[config.mk]
export PLATFORM = sky130hd
export DESIGN_NAME = mac_block_accumulator_flat
export DESIGN_NICKNAME = d
export VERILOG_FILES = /design/src/rtl/mac_block_accumulator_if.sv /design/src/rtl/mac_block_accumulator.sv /design/src/flat_wrapper.sv
export SDC_FILE = /design/constraint.sdc
export NUM_CORES = 1
export LEC_CHECK = 0
export ABC_AREA = 0
export BUFFER_PORTS_ARGS = -buffer_cell sky130_fd_sc_hd__buf_2
export CAP_MARGIN = 30
export CORE_ASPECT_RATIO = 0.9
export CORE_MARGIN = 3
export CORE_UTILIZATION = 60
export DETAILED_ROUTE_END_ITERATION = 8
export PLACE_DENSITY_LB_ADDON = 0.3
export SYNTH_ARGS = -nofsm -noshare
export SYNTH_HDL_FRONTEND = slang
export SYNTH_SLANG_ARGS = --single-unit
[constraint.sdc]
create_clock -name clk -period 3.5 [get_ports clk]
set_input_delay 0.35 -clock clk [delete_from_list [all_inputs] [get_ports clk]]
set_output_delay 0.35 -clock clk [all_outputs]
set_load 0.1 [all_outputs]
[src/rtl/mac_block_accumulator_if.sv]
// Stream bundle for the block accumulator: sample input side and
// single-entry result output side, both valid/ready.
interface mac_block_accumulator_if #(
    parameter int OUT_WIDTH = 16,
    parameter int BLOCK_LEN = 4,
    parameter int ACC_WIDTH = 18,
    parameter int CNT_WIDTH = $clog2(BLOCK_LEN + 1)
);
    logic [OUT_WIDTH-1:0] in_data;
    logic                 in_valid;
    logic                 in_ready;
    logic                 flush;
    logic [ACC_WIDTH-1:0] out_data;
    logic [CNT_WIDTH-1:0] out_count;
    logic                 out_sat;
    logic                 out_valid;
    logic                 out_ready;

    // Producer/consumer side (drives samples, flush and result ready).
    modport master (
        output in_data, in_valid, flush, out_ready,
        input  in_ready, out_data, out_count, out_sat, out_valid
    );

    // Accumulator side.
    modport slave (
        input  in_data, in_valid, flush, out_ready,
        output in_ready, out_data, out_count, out_sat, out_valid
    );
endinterface

[src/rtl/mac_block_accumulator.sv]
// Block accumulator: sums BLOCK_LEN accepted samples (or a flushed partial
// block) into a saturating ACC_WIDTH-bit result held in a one-entry output
// register. Input stalls only when the completing sample has no free slot.
module mac_block_accumulator #(
    parameter int OUT_WIDTH = 16,
    parameter int BLOCK_LEN = 4,
    parameter int ACC_WIDTH = 18
) (
    input  logic                     clk,
    input  logic                     rst_n,
    mac_block_accumulator_if.slave   bus
);
    localparam int CNT_WIDTH = $clog2(BLOCK_LEN + 1);
    localparam logic [CNT_WIDTH-1:0] LAST = CNT_WIDTH'(BLOCK_LEN - 1);

    // STALL means the block is one sample short of complete and the
    // output register is occupied; it is the only state that blocks input.
    typedef enum logic [1:0] {IDLE, ACCUM, STALL} state_t;

    state_t               state, state_nxt;
    logic [ACC_WIDTH-1:0] acc, acc_nxt, sum_sat;
    logic [ACC_WIDTH:0]   sum;
    logic [CNT_WIDTH-1:0] cnt, cnt_nxt, cnt_inc;
    logic                 sat, sat_nxt, sat_inc;
    logic [ACC_WIDTH-1:0] od_nxt;
    logic [CNT_WIDTH-1:0] oc_nxt;
    logic                 os_nxt, ov_nxt;
    logic                 slot_free, accept, complete, do_flush, load;

    assign slot_free    = !bus.out_valid || bus.out_ready;
    assign bus.in_ready = (state != STALL) || bus.out_ready;
    assign accept       = bus.in_valid && bus.in_ready;

    // One extra bit catches overflow; clamp to all-ones and mark the block.
    assign sum     = {1'b0, acc} + (ACC_WIDTH + 1)'(bus.in_data);
    assign sum_sat = sum[ACC_WIDTH] ? '1 : sum[ACC_WIDTH-1:0];
    assign sat_inc = sat | sum[ACC_WIDTH];
    assign cnt_inc = cnt + CNT_WIDTH'(1);

    // Completion wins over flush; flush needs something to emit.
    assign complete = accept && (cnt == LAST);
    assign do_flush = bus.flush && slot_free && (cnt != '0 || accept) && !complete;
    assign load     = (complete && slot_free) || do_flush;

    // Next-state and next-register values; defaults hold everything.
    always_comb begin
        acc_nxt   = acc;
        cnt_nxt   = cnt;
        sat_nxt   = sat;
        od_nxt    = bus.out_data;
        oc_nxt    = bus.out_count;
        os_nxt    = bus.out_sat;
        ov_nxt    = bus.out_valid;
        state_nxt = state;
        if (load) begin
            od_nxt  = accept ? sum_sat : acc;
            oc_nxt  = accept ? cnt_inc : cnt;
            os_nxt  = accept ? sat_inc : sat;
            ov_nxt  = 1'b1;
            acc_nxt = '0;
            cnt_nxt = '0;
            sat_nxt = 1'b0;
        end else begin
            if (bus.out_ready)
                ov_nxt = 1'b0;
            if (accept) begin
                acc_nxt = sum_sat;
                cnt_nxt = cnt_inc;
                sat_nxt = sat_inc;
            end
        end
        if (cnt_nxt == '0)
            state_nxt = IDLE;
        else if (cnt_nxt == LAST && ov_nxt)
            state_nxt = STALL;
        else
            state_nxt = ACCUM;
    end

    // State, accumulator and output register update.
    always_ff @(posedge clk or negedge rst_n) begin
        if (!rst_n) begin
            state         <= IDLE;
            acc           <= '0;
            cnt           <= '0;
            sat           <= 1'b0;
            bus.out_data  <= '0;
            bus.out_count <= '0;
            bus.out_sat   <= 1'b0;
            bus.out_valid <= 1'b0;
        end else begin
            state         <= state_nxt;
            acc           <= acc_nxt;
            cnt           <= cnt_nxt;
            sat           <= sat_nxt;
            bus.out_data  <= od_nxt;
            bus.out_count <= oc_nxt;
            bus.out_sat   <= os_nxt;
            bus.out_valid <= ov_nxt;
        end
    end
endmodule
[src/flat_wrapper.sv]
// flat-port wrapper written by rule: the top's interface ports become plain ports
module mac_block_accumulator_flat 
#(
    parameter int OUT_WIDTH = 16,
    parameter int BLOCK_LEN = 4,
    parameter int ACC_WIDTH = 18
)
  (clk, rst_n, bus_in_data, bus_in_valid, bus_flush, bus_out_ready, bus_in_ready, bus_out_data, bus_out_count, bus_out_sat, bus_out_valid);
  mac_block_accumulator_if #(.OUT_WIDTH(OUT_WIDTH), .BLOCK_LEN(BLOCK_LEN), .ACC_WIDTH(ACC_WIDTH)) bus_i ();
  input  logic clk;
  input  logic rst_n;
  input wire logic [$bits(bus_i.in_data)-1:0] bus_in_data;
  input wire logic [$bits(bus_i.in_valid)-1:0] bus_in_valid;
  input wire logic [$bits(bus_i.flush)-1:0] bus_flush;
  input wire logic [$bits(bus_i.out_ready)-1:0] bus_out_ready;
  output wire logic [$bits(bus_i.in_ready)-1:0] bus_in_ready;
  output wire logic [$bits(bus_i.out_data)-1:0] bus_out_data;
  output wire logic [$bits(bus_i.out_count)-1:0] bus_out_count;
  output wire logic [$bits(bus_i.out_sat)-1:0] bus_out_sat;
  output wire logic [$bits(bus_i.out_valid)-1:0] bus_out_valid;
  assign bus_i.in_data = bus_in_data;
  assign bus_i.in_valid = bus_in_valid;
  assign bus_i.flush = bus_flush;
  assign bus_i.out_ready = bus_out_ready;
  assign bus_in_ready = bus_i.in_ready;
  assign bus_out_data = bus_i.out_data;
  assign bus_out_count = bus_i.out_count;
  assign bus_out_sat = bus_i.out_sat;
  assign bus_out_valid = bus_i.out_valid;
  mac_block_accumulator #(.OUT_WIDTH(OUT_WIDTH), .BLOCK_LEN(BLOCK_LEN), .ACC_WIDTH(ACC_WIDTH)) u_core (.clk(clk), .rst_n(rst_n), .bus(bus_i));
endmodule
==> Yosys cells after proc, flatten, opt, wreduce, memory -nomap -nowiden <==
Index checks and enable logic that the tools add are counted.
{ "op_classes": {"addsub": 2, "n_mux": 11, "bitwise_logic": 1, "eq_ne": 3, "n_reduce_logical": 15} }
{ "op_table": {"columns": ["operator", "n"], "rows": [
  ["2-to-1 mux 18 bit", 3],
  ["adder 18 x 16 -> 19 bit", 1],
  ["logical AND 1 bit", 7],
  ["== test 3 x 2 -> 1 bit, second input constant", 2],
  ["2-to-1 mux 3 bit", 2],
  ["logical OR 1 bit", 4],
  ["2-to-1 mux 1 bit", 4],
  ["2-to-1 mux 2 bit", 2],
  ["adder 3 x 1 -> 3 bit, second input constant", 1],
  ["logical NOT 3 bit", 1],
  ["nonzero test 3 bit", 1],
  ["logical NOT 1 bit", 2],
  ["inequality test 2 bit, second input constant", 1],
  ["bitwise OR 1 bit", 1]
]} }
{ "totals": {"register_bits": 47, "wordCells": 40} }

==> Logic depth before layout (Yosys ltp) <==
Gate-level depths: netlist (run 1).
{ "logic_depth": {"word_depth": 12, "mapped_depth": 9} }

==> Least setup slack after synthesis (run 1) <==
Ideal clock, no wire load.
{ "synth_path": {"path_type": "register -> register", "startpoint": "register u_core.acc[0]", "endpoint": "register u_core.bus.out_data[14]", "path_buffers": 1, "arrival_time_ps": 2252, "required_time_ps": 3374, "path_slack_ps": 1122, "path_stages_with_launch": 9, "cell_sequence": "dfrtp_1 > ha_1 > fa_1 > a211oi_1 > o21ai_2 > a211oi_2 > a22oi_4 > buf_6 > o31a_2"} }
{ "synth_via": {"elab_chain_cells": 3} }
{ "synth_lines": {"columns": ["element", "line", "source"], "rows": [
  ["start, declared", "mac_block_accumulator.sv:21", "logic [ACC_WIDTH-1:0] acc, acc_nxt, sum_sat;"],
  ["start signal, assigned", "mac_block_accumulator.sv:93", "acc <= acc_nxt;"],
  ["adder 18 x 16 -> 19 bit", "mac_block_accumulator.sv:35", "assign sum = {1'b0, acc} + (ACC_WIDTH + 1)'(bus.in_data);"],
  ["2-to-1 mux 18 bit", "mac_block_accumulator.sv:36", "assign sum_sat = sum[ACC_WIDTH] ? '1 : sum[ACC_WIDTH-1:0];"],
  ["2-to-1 mux 18 bit", "mac_block_accumulator.sv:56", "od_nxt = accept ? sum_sat : acc;"],
  ["end signal, assigned", "mac_block_accumulator.sv:96", "bus.out_data <= od_nxt;"],
  ["end, declared", "mac_block_accumulator_if.sv:28", "output in_ready, out_data, out_count, out_sat, out_valid"]
]} }
No other way between the ends.
A chain may end at the register's enable or synchronous reset.

==> Worst setup path after layout (run 1) <==
Same ends and word-level chain as after synthesis.

==> flow_summary.ini, run 1 <==
[status]
status = finished clean

[worst_setup_path]
cpPeakStageDelay_ns = 0.42
crit_type = reg -> reg
critPathSlowestCell = fa_1
crit_chain = ha_1 > fa_1 > a211oi_1 > o21ai_2 > a21oi_1 > o221ai_1 > xor2_1 > o31a_2
reg2reg_depth = 8
cp_max_fo = 5
required_ns = 3.70
r2r_end = u_core.bus.out_data[14]
r2r_setup_slack_ns = 0.93
cp_data_arrival_time_ns = 2.77
startpoint_type = flop
worstReg2RegStart = u_core.acc[0]
worstSetupEndpointType = flop

[grt]
grt_first_pass_wirelength_um = 11450
grt_overflow_total = 0
grtUsageTotal_pct = 24.91
grt_max_degree = 34
grt_pass1_vias = 2511
antenna_found_initial = 0

[die]
core_um2 = 4604
dieArea_um2 = 5836
pin_count = 45
initial_core_util_pct = 64.57
die_h_um = 72.78
die_w_um = 80.20
fp-row-count = 23

[place]
dp_cells = 411
dpl_cell_area_um2 = 3183
dp_hpwl_um = 4976
gp_congestion = 0.8991
io_buffers = 44

[synth]
async_flop_share_pct = 100.0
ys_seq_area_share_pct = 39.56
synth_area_leaders = dfrtp_1 40%, ha_1 8.0%, a21oi_1 4.9%
yosys.area.top_type = dfrtp_1
synth_top_area_share_pct = 39.56
syn_nets = 356
synth-edff-count = 0
synthCells = 315
synthFlopType = dfrtp_1
yosys_warnings = 0
synth_cell_types = 52
netlist_area_um2 = 2973
synth_seq_cells = 47
synth.avg_cell_area_um2 = 9.438

[clock_network]
cts_resized = 0
h-tree-depth = 2
holdBufCountCts = 1
clockBufferDepth = 2
cts_tree = built
cts_setup_buffers = 0
cts_root_buffer = clkbuf_8
path_clk_slew_ns = 0.10
clk_latency_ns = 0.31
numCtsBuffers = 5
cts_sinks = 47

[sta]
hold_violations = 0
fin_setup_tns_ns = 0
slew_headroom_pct = 42.59
finClkSkew_ns = 0.006688
setup_violations = 0
timing.final.crit_share_pct = 73.54
drv_slew = 0
worst_pin_slew_ns = 0.8612
grt_setup_unrepaired = false
fmax_mhz = 388.5
period_minus_slack_ns = 2.574

[min_path]
holdPathEnd = u_core.bus.out_valid
hold_start = bus_out_ready
hold_path_class = in -> reg
hold_path_depth = 3

[layout]
final_common_cell = dfrtp_1
area_delta_synth_final_pct = 10.48
mostFrequentLayoutCells = 47 x dfrtp_1, 44 x buf_2, 38 x nor2_1
diodes = 0
finalInstanceArea_um2 = 3284
fin_cells = 420
nets = 398
drive_above_1_share_pct = 22.07

[routing]
avgRoutedWirePerCell_um = 15.79
routed_via_density = 5.924
drtIter0Drc = 150
vias = 2488
drt-total-wl_um = 6632
drc = 0
ant_nets = 0
firstDrtPassIters = 4

[flow_run]
drv_cap = 0
-- worst max-delay path, delay by kind of cell (launching register included) --
kind	cells	cell delay (ns)
adder cells (fa/ha/maj)	2	0.63
flip-flops	1	0.40
XOR/XNOR	1	0.18
AO/OA/AOI/OAI	5	1.24
-- synthesized netlist by cell type, types with 2 or more instances --
cell and n:
dfrtp_1 47, nor2_1 38, nand2_1 35, a21oi_1 29
ha_1 19, nor3_1 17, o21ai_0 15, o31ai_1 9
inv_1 7, xnor2_1 7, o31ai_2 6, a211oi_1 5
a21o_1 5, a31oi_1 5, clkbuf_8 5, a211oi_2 4
buf_4 4, nand2b_1 4, xor2_1 4, nor2b_1 3
o211ai_1 3, o21a_1 3, or3_1 3, and3_1 2
buf_6 2, clkbuf_1 2, o21ai_1 2, o21ai_2 2
o21bai_1 2, o221ai_1 2, o22ai_1 2, o41a_1 2
-- sequential cells by signal, indices dropped and copies added, names as in the netlist --
register and count:
u_core.acc 18, u_core.bus.out_count 3, u_core.bus.out_data 18, u_core.bus.out_sat 1
u_core.cnt 3, u_core.bus.out_valid 1, u_core.sat 1, u_core.state 2
-- through the flow --
step                hold slack (ns)  util [%]  setup slack (ns)
floorplan                   0.05441         -             1.122
global placement             0.4574     68.70            0.9287
detailed placement           0.2876     69.13            0.8482
CTS                          0.3429     71.33            0.9239
global route                 0.3635     71.33            0.7933
finish                       0.3470     71.33            0.9261
-- layer usage --
layer | share of wire, % | track usage, %
met1 | 46 | 33.79
met2 | 48 | 42.10
met3 | 5.2 | 3.333
met4 | 1.0 | 6.942
met5 | 0 | 0
-- final cells by class --
class / count / area (µm²)
repair buffers: 49 / 272.8
inverters: 7 / 26.28
well taps: 62 / 77.57
clock buffers: 5 / 68.82
flip-flops and latches: 47 / 1176
fillers: 381 / 1320
multi-input cells: 247 / 1640
clock inverters: 3 / 22.52
-- cell families (layout without fill, tap and decap cells) --
family                     count (synthesis)  count (layout)  synth area share, %
muxes                                      1               1               0.3367
AOI/OAI and AO/OA                        103             103                25.00
adders and majority gates                 20              20                8.670
and+or+nand+nor                          112             112                17.80
xor gates and xnor gates                  11              11                3.241
DFF                                       47              47                39.56
buffers and inverters                     21              64                5.387
-- worst max-delay path by stage --
stage          cells past startpoint  slack (ns)                       to      startpoint
2_1_floorplan                      8        1.12  u_core.bus.out_data[14]   u_core.acc[0]
3_3_place_gp                       8        0.93  u_core.bus.out_data[14]  bus_in_data[0]
3_5_place_dp                       9        0.85  u_core.bus.out_data[13]  bus_in_data[0]
4_1_cts                            8        0.92  u_core.bus.out_data[13]   u_core.acc[0]
5_1_grt                            7        0.79   u_core.bus.out_data[9]   u_core.acc[7]
6_report                           8        0.93  u_core.bus.out_data[14]   u_core.acc[0]
Power of run 1 is not shown: default switching activity piles up to over one toggle a cycle in this logic, so the estimate is an artifact.
==> inputs of run 2 (changes only) <==
Settings changed: CORE_UTILIZATION 60 to 57.
Clock period 3.5 ns to 2.45 ns, I/O delays scaled along.
==> run 2 against run 1 <==
Count of clock-buffer cells in the layout stayed put. Routed wire length grew 6.6%. Flip-flop and latch count stayed put. Clock skew shrank 0.0024 ns. Final cell count rose by 5.0%. Global-route usage down 0.40 points. Utilization fell by 1.1 points. Critical path type unchanged. Largest cell class unchanged. Highest routed layer unchanged.
==> flow_summary.ini, run 2 (same netlist as run 1, synthesis figures left out) <==
[status]
status = finished clean

[clock_network]
cts_sinks = 47
cts_root_buffer = clkbuf_8
clk_latency_ns = 0.30
numCtsBuffers = 5
path_clk_slew_ns = 0.10
h-tree-depth = 2
cts_tree = built
clockBufferDepth = 2

[grt]
antenna_found_initial = 0
grt_max_degree = 28
grt_first_pass_wirelength_um = 11610
grtUsageTotal_pct = 24.51
grt_pass1_vias = 2553
grt_overflow_total = 0
grt_util_met1_pct = 33.90
grt.met2_usage_pct = 39.01
busiest_layer = met2
grt_use_met3_pct = 4.722

[layout]
area_delta_synth_final_pct = 17.00
reg.largest.list = u_core.acc: 18 flops, u_core.bus.out_data: 18 flops
final_common_cell = dfrtp_1
diodes = 0
nets = 416
multi_input_area_um2 = 1699
mostFrequentLayoutCells = 47 x dfrtp_1, 44 x buf_2, 35 x nand2_1
regArea_um2 = 1176
drive_above_1_share_pct = 29.52
fill_cells = 393
post-route-util_pct = 70.20

[sta]
period_minus_slack_ns = 2.390
worst_pin_slew_ns = 0.5194
hold_violations = 0
slew_headroom_pct = 65.37
drv_slew = 0
fmax_mhz = 418.4
worst_hold_slack_ns = 0.2503
setup_ws_ns = 0.06022
timing.final.crit_share_pct = 97.54
finClkSkew_ns = 0.004306
setup_violations = 0

[routing]
drt-total-wl_um = 7068
routed_via_density = 5.980
ant_nets = 0
drc = 0
firstDrtPassIters = 4
avgRoutedWirePerCell_um = 16.03
vias = 2637
drtIter0Drc = 170

[worst_setup_path]
cpPeakStageDelay_ns = 0.42
critPathSlowestCell = fa_2
required_ns = 2.64
worstSetupEndpointType = flop
critical_path.n_buffers_inverters = 1
critical_path.top_delay_family = compound AO/OA/AOI/OAI gates
crit_chain = ha_2 > fa_2 > a211oi_4 > o21ai_2 > a211oi_2 > a22oi_4 > buf_4 > nor2_1 > o31ai_2
startpoint_type = flop
crit_type = reg -> reg
cp_max_fo = 5
cp_data_arrival_time_ns = 2.58

[die]
fp-row-count = 24
die_h_um = 74.52
die_w_um = 82.13
dieArea_um2 = 6120
initial_core_util_pct = 60.00
core_um2 = 4955
pin_count = 45

[place]
dp_hpwl_um = 5129
dp_slack_ns = -0.08611
gp_congestion = 0.9081
io_buffers = 44

[min_path]
hold_path_class = in -> reg

[flow_run]
drv_cap = 0
## run 2: cell count changes in the layout (fill, tap and decap cells not counted), moves of 2 or more
cell | before | now
nor2_2 | 1 | 5
a21oi_2 | 2 | 5
ha_2 | 0 | 2
ha_1 | 19 | 17
nor2_1 | 38 | 34
a211oi_1 | 5 | 3
a21oi_1 | 28 | 25
buf_4 | 3 | 21
## run 2: final cells by class
class,instances,area share [%]
multi-input cells,247,48.85
flip-flops and latches,47,33.81
repair buffers,67,11.47
well taps,65,2.338
clock buffers,5,1.978
clock inverters,3,0.7914
inverters,7,0.7554
## run 2: final timing paths
path,start,to,slack (ns),depth (start not counted)
max in group asynchronous,rst_n,u_core.acc[6],1.27,3
worst max register to register,u_core.acc[0],u_core.bus.out_data[8],0.06,9
worst max-delay path,u_core.acc[0],u_core.bus.out_data[8],0.06,9
worst min-delay path,bus_out_ready,u_core.bus.out_valid,0.25,3
min in group asynchronous,rst_n,u_core.bus.out_data[10],0.43,2
worst min register to register,u_core.bus.out_data[9],u_core.bus.out_data[9],0.49,2
## run 2: worst register-to-register path: stages, from the launching register on
cell and delay (ns):
dfrtp_1 0.40, ha_2 0.19, fa_2 0.42, a211oi_4 0.24
o21ai_2 0.12, a211oi_2 0.31, a22oi_4 0.11, buf_4 0.19
nor2_1 0.19, o31ai_2 0.09
## run 2: per-stage QoR
| stage | setup TNS (ns) | instance area [µm²] | std cells |
|---|---|---|---|
| after global placement | -0.02595 | 3279 | 428 |
| final | 0 | 3478 | 441 |
| after detailed placement | -0.2791 | 3279 | 428 |
| after CTS | 0 | 3395 | 437 |
| after floorplan | 0 | 2973 | 315 |
| after global routing | -0.08731 | 3478 | 441 |
## run 2: repair_timing
action,in CTS,in global routing
gates resized for setup,2,14
buffers inserted,0,4
endpoints found under the hold margin,20,0
pin swaps,0,7
hold buffers,1,0
endpoints found under the setup margin,25,36
## run 2: metal layers
| layer | vias up | wire [µm] | part of all wire (%) |
|---|---|---|---|
| met5 | - | 0 | 0 |
| met4 | 0 | 95 | 1.3 |
| met3 | 15 | 411 | 5.8 |
| met2 | 99 | 3329 | 47 |
| met1 | 1255 | 3233 | 46 |
| li1 | 1268 | - | - |
Power of run 2 is left out for the same reason.
